==> config.mk <==
export PLATFORM = sky130hd
export DESIGN_NAME = rs232_rx
export DESIGN_NICKNAME = d
export VERILOG_FILES = /design/src/rtl/rs232_rx.sv
export SDC_FILE = /design/constraint.sdc
export NUM_CORES = 1
export LEC_CHECK = 0
export BUFFER_PORTS_ARGS = -buffer_cell sky130_fd_sc_hd__buf_2
export CAP_MARGIN = 20
export CORE_ASPECT_RATIO = 1.1
export CORE_MARGIN = 2
export CORE_UTILIZATION = 45
export CTS_BUF_LIST = sky130_fd_sc_hd__clkbuf_8
export CTS_CLUSTER_SIZE = 10
export DETAILED_ROUTE_END_ITERATION = 6
export PLACE_DENSITY = 0.7
export RECOVER_POWER = 25
export SETUP_SLACK_MARGIN = 0.05
export SLEW_MARGIN = 10
export SYNTH_ARGS = -nofsm -noshare
export SYNTH_HDL_FRONTEND = slang
export SYNTH_SLANG_ARGS = --single-unit
export TNS_END_PERCENT = 30
==> constraint.sdc <==
create_clock -name Clk -period 2.4 [get_ports Clk]
set_input_delay 0.12 -clock Clk [delete_from_list [all_inputs] [get_ports Clk]]
set_output_delay 0.12 -clock Clk [all_outputs]
set_load 0.1 [all_outputs]
==> src/rtl/rs232_rx.sv <==
// rs232_rx: 8N1 RS232 receive front-end with a one-entry holding register.
// The RXD input is synchronized and framed. The byte is then offered to the
// consumer through Data/Empty with a Data_read pop strobe. Framing errors
// pulse Frame_err, and a lost byte sets the sticky Overrun flag.
module rs232_rx #(
    parameter int BAUD_DIV = 174
) (
    input  logic       Clk,
    input  logic       Rst_n,
    input  logic       RXD,
    output logic [7:0] Data,
    output logic       Empty,
    input  logic       Data_read,
    output logic       Frame_err,
    output logic       Overrun
);

    localparam int CW = $clog2(BAUD_DIV);
    localparam logic [CW-1:0] HALF_LAST = CW'(BAUD_DIV / 2 - 1);
    localparam logic [CW-1:0] FULL_LAST = CW'(BAUD_DIV - 1);

    localparam logic [1:0] S_IDLE  = 2'd0;
    localparam logic [1:0] S_START = 2'd1;
    localparam logic [1:0] S_DATA  = 2'd2;
    localparam logic [1:0] S_STOP  = 2'd3;

    logic          rxd_m;
    logic          rxd_s;
    logic [1:0]    sync_fill;
    logic          armed;
    logic [1:0]    state;
    logic [CW-1:0] cnt;
    logic [2:0]    bit_idx;
    logic [7:0]    shreg;

    logic          cnt_half;
    logic          cnt_full;
    logic          stop_edge;
    logic          deliver;
    logic          bad_stop;

    // Two-flop synchronizer for RXD.
    // sync_fill marks when rxd_s reflects the real line after a reset.
    always_ff @(posedge Clk or negedge Rst_n) begin
        if (!Rst_n) begin
            rxd_m     <= 1'b1;
            rxd_s     <= 1'b1;
            sync_fill <= '0;
        end else begin
            rxd_m     <= RXD;
            rxd_s     <= rxd_m;
            sync_fill <= {sync_fill[0], 1'b1};
        end
    end

    // Bit-timing decodes and stop-bit outcome for the current cycle.
    always_comb begin
        cnt_half  = (cnt == HALF_LAST);
        cnt_full  = (cnt == FULL_LAST);
        stop_edge = (state == S_STOP) && cnt_full;
        deliver   = stop_edge && rxd_s;
        bad_stop  = stop_edge && !rxd_s;
    end

    // Deframing FSM.
    // 'armed' blocks a start until the line has been seen high. This covers
    // both the case after a framing error and the case after reset, where the
    // synchronizer's reset value of 1 is not trusted.
    always_ff @(posedge Clk or negedge Rst_n) begin
        if (!Rst_n) begin
            state   <= S_IDLE;
            cnt     <= '0;
            bit_idx <= '0;
            shreg   <= '0;
            armed   <= 1'b0;
        end else begin
            case (state)
                S_IDLE: begin
                    cnt <= '0;
                    if (!armed) begin
                        if (sync_fill[1] && rxd_s)
                            armed <= 1'b1;
                    end else if (!rxd_s) begin
                        state <= S_START;
                    end
                end
                S_START: begin
                    if (cnt_half) begin
                        cnt <= '0;
                        if (!rxd_s) begin
                            state   <= S_DATA;
                            bit_idx <= '0;
                        end else begin
                            state <= S_IDLE;
                        end
                    end else begin
                        cnt <= cnt + 1'b1;
                    end
                end
                S_DATA: begin
                    if (cnt_full) begin
                        cnt            <= '0;
                        shreg[bit_idx] <= rxd_s;
                        if (bit_idx == 3'd7)
                            state <= S_STOP;
                        else
                            bit_idx <= bit_idx + 3'd1;
                    end else begin
                        cnt <= cnt + 1'b1;
                    end
                end
                S_STOP: begin
                    if (cnt_full) begin
                        cnt   <= '0;
                        state <= S_IDLE;
                        armed <= rxd_s;
                    end else begin
                        cnt <= cnt + 1'b1;
                    end
                end
                default: state <= S_IDLE;
            endcase
        end
    end

    // Holding register, read handshake, Frame_err pulse and sticky Overrun.
    always_ff @(posedge Clk or negedge Rst_n) begin
        if (!Rst_n) begin
            Data      <= '0;
            Empty     <= 1'b1;
            Overrun   <= 1'b0;
            Frame_err <= 1'b0;
        end else begin
            Frame_err <= bad_stop;
            if (deliver) begin
                if (Empty) begin
                    Data  <= shreg;
                    Empty <= 1'b0;
                end else if (Data_read) begin
                    Data    <= shreg;
                    Overrun <= 1'b0;
                end else begin
                    Overrun <= 1'b1;
                end
            end else if (Data_read && !Empty) begin
                Empty   <= 1'b1;
                Overrun <= 1'b0;
            end
        end
    end

endmodule

==> results.md <==
* Clock slew at reported path FFs at 0.07 ns
* Drt pass-1 iters at 4
* CTS tree: yes
* CP required at 2.58 ns
* Status: completed
* Worst slew pin tran at 0.781 ns
* Root buf cell: clkbuf_8
* H-tree Lvls at 2
* Post-route DRC at 0
* Synthesis-to-finish area growth at 14.3%
* DIE WIDTH at 62.3 um
* Fill cell count at 334
* Final Critical Period at 1.92 ns
* Core Rows at 23
* Initial antenna violation count at 0
* Core Region at 3630 um^2
* Post-CTS Setup Inserts at 0
* RR Startpoint: cnt[1]
* Starting Density at 46.4%
* Die ar. at 4250 um^2
* Clock sink count at 37
* Hold_sp: Data_read
* Netlist cell types at 42
* Layout Skew at 0.00794 ns
* Dpl cells at 198
* PortBufs at 14
* GR Util All Layers at 15.3%
* #FFs+latches synth at 37
* Proportion of layout cells with a drive suffix above 1 at 28.5%
* Largest net degree at the start of global routing at 38
* Final hold vios at 0
* Worst EP arrival at 2.10 ns
* FF-to-FF setup slack at 0.48 ns
* Routed via count at 1,078
* Max_cap viols at 0
* Hold_buf cts at 2
* Pins Over Slew Limit at 0
* First-pass GRT wire length at 4.89 mm
* Worst setup path category: register to register
* Total Wirelength at 2.70 mm
* WHS Endpoint: Overrun
* I/O pin count at 15
* Clk Latency, worst-skew pair at 0.29 ns
* Final setup fails at 0
* Post_cts resized at 0
* Cell Count, Final, Fillers Out at 208
* # nets final at 166
* N_diodes at 0
* Worst min path class: input port to register
* ANT nets after route at 0
* Yosys warns at 0
* Crit start category: register
* Max Fclk at 522 MHz
* Synth Area per Inst at 12.2 um^2
* Vias in the first global route at 1,105
* PnR Total Power at 1.34 mW
* Element type at the critical path end: register
* Mapped Area at 1680 um^2
* DIE HEIGHT at 68.2 um
* CP Max Fanout at 9
* Post-Route Utilization at 53.1%
* Pleak at 0.945 nW
* RSZ-0062 raised after global routing: false
* CTS Buf Count at 5
* Pwr dens at 696 nW/um^2
* Drt via density at 5.18
* RR Endpoint: Data[5]
* Slew HR at 47.9%
* Max clock buf depth at 2
* Crit share post-route at 79.8%
* Cell count after synthesis at 138
* Synthesized net count at 147
* Maximum VDD drop at 0.339 mV
* Drt wl/cell at 13.0 um
* Grt ovf at 0
* DR iter-0 viols at 37
* Sequential share of the synthesized area at 55.2%
* WHS Path Cells at 2
* Detailed-placement wirelength estimate at 1.87 mm
* Routability cong. at 0.811
* Reg2Reg Depth at 6
* Total negative slack at 0 ns
==> placed cells by master, fill, tap and decap left out, types with 2 or more instances in the layout <==
cell type       n
nand2_1         4
and3_1          4
a21o_1          2
dfstp_2         3
mux2_2         15
inv_1           8
xor2_1          5
nor4_1          3
dfrtp_1        34
or3_1           2
ha_1            5
nor3_1          2
clkbuf_8        6
nand3_1         8
buf_2          14
o21ai_0         2
nor2_1         15
dlygate4sd3_1   2
==> stage by stage <==
step	worst slack [ns]	cell area, um^2	hold WS [ns]
4_1_cts	0.477	1930	0.00637
5_1_grt	0.357	1930	0.00318
3_5_place_dp	0.483	1790	0.229
2_1_floorplan	0.565	1680	-0.176
3_3_place_gp	0.530	1790	0.224
6_report	0.484	1930	0.0116
==> registers in the layout, indices dropped and copies added, names as in the netlist, 2 cells and up, named ones only <==
signal / flops
sync_fill: 2
Data: 8
shreg: 8
cnt: 8
bit_idx: 3
==> metal layers <==
metal  up-vias  GRT usage [%]  wire length [um]
li1        520              -                 -
met1       531           18.2              1270
met2        19           24.7              1230
met3         8           4.77               113
met4         0           10.0                79
met5         -              0                 0
==> worst max-delay path by stage <==
stage	start	endpoint	slack (ns)	depth (start not counted)
floorplan	Empty	Data[0]	0.56	3
global placement	cnt[1]	Data[5]	0.53	6
detailed placement	cnt[1]	Data[5]	0.48	6
CTS	cnt[1]	Data[5]	0.48	6
global route	cnt[1]	Data[5]	0.36	6
finish	cnt[1]	Data[5]	0.48	6
==> worst max-delay path, stage by stage, from the launching register on <==
cell and delay, ns:
dfrtp_1 0.42, inv_1 0.07, ha_1 0.13, and4bb_4 0.30
nand2_8 0.08, nor3_4 0.42, mux2_2 0.39
==> report_power, final <==
group,switching [mW],total (mW),leakage [nW],internal (mW)
clock network,0.208,0.542,0.0626,0.334
logic,0.0657,0.100,0.389,0.0342
registers,0.0455,0.698,0.493,0.652
total,0.319,1.34,0.945,1.02
==> synth_stat cells, drive strengths merged <==
cell type	number	area [um^2]
nand4b	1	8.76
buf	3	23.8
mux2	16	184
clkbuf	1	3.75
dfrtp	34	851
a21o	2	15.0
and2	1	7.51
o41ai	1	8.76
or3	2	12.5
a211o	1	8.76
and3	4	25.0
nand4	1	6.26
xnor2	1	8.76
a22oi	1	7.51
nor3b	1	7.51
and4bb	1	16.3
a2bb2oi	1	8.76
inv	7	26.3
nand2	5	35.0
o41a	1	11.3
o21ai	2	10.0
nor2	15	56.3
and4b	1	10.0
nand3	8	40.0
nor4b	1	8.76
ha	5	62.6
a21oi	1	5.00
xor2	5	43.8
a31oi	2	18.8
nor3	3	26.3
mux2i	1	10.0
nor2b	1	6.26
conb	1	3.75
nor4	3	18.8
dfstp	3	78.8
and4	1	8.76
==> kinds of logic (layout without fill, tap and decap cells) <==
| group | count (synthesis) | count (layout) | synth area share [%] |
|---|---|---|---|
| other cells | 1 | 1 | 0.223 |
| buf+inv | 11 | 31 | 3.19 |
| mux | 17 | 17 | 11.5 |
| flops | 37 | 37 | 55.2 |
| simple gates | 49 | 49 | 17.5 |
| compound gates | 12 | 12 | 5.57 |
| xor+xnor | 6 | 6 | 3.12 |
| fa+ha+maj | 5 | 5 | 3.71 |
==> final cells by class <==
type / instances / area [um^2] / share of cell area (%)
clock buffers: 6 / 82.6 / 4.29
clock inverters: 2 / 33.8 / 1.75
inverters: 7 / 26.3 / 1.36
multi-input cells: 90 / 701 / 36.4
flip-flops and latches: 37 / 930 / 48.3
well taps: 50 / 62.6 / 3.25
repair buffers: 16 / 90.1 / 4.68
No activity file was read; power rests on OpenSTA's default activity.
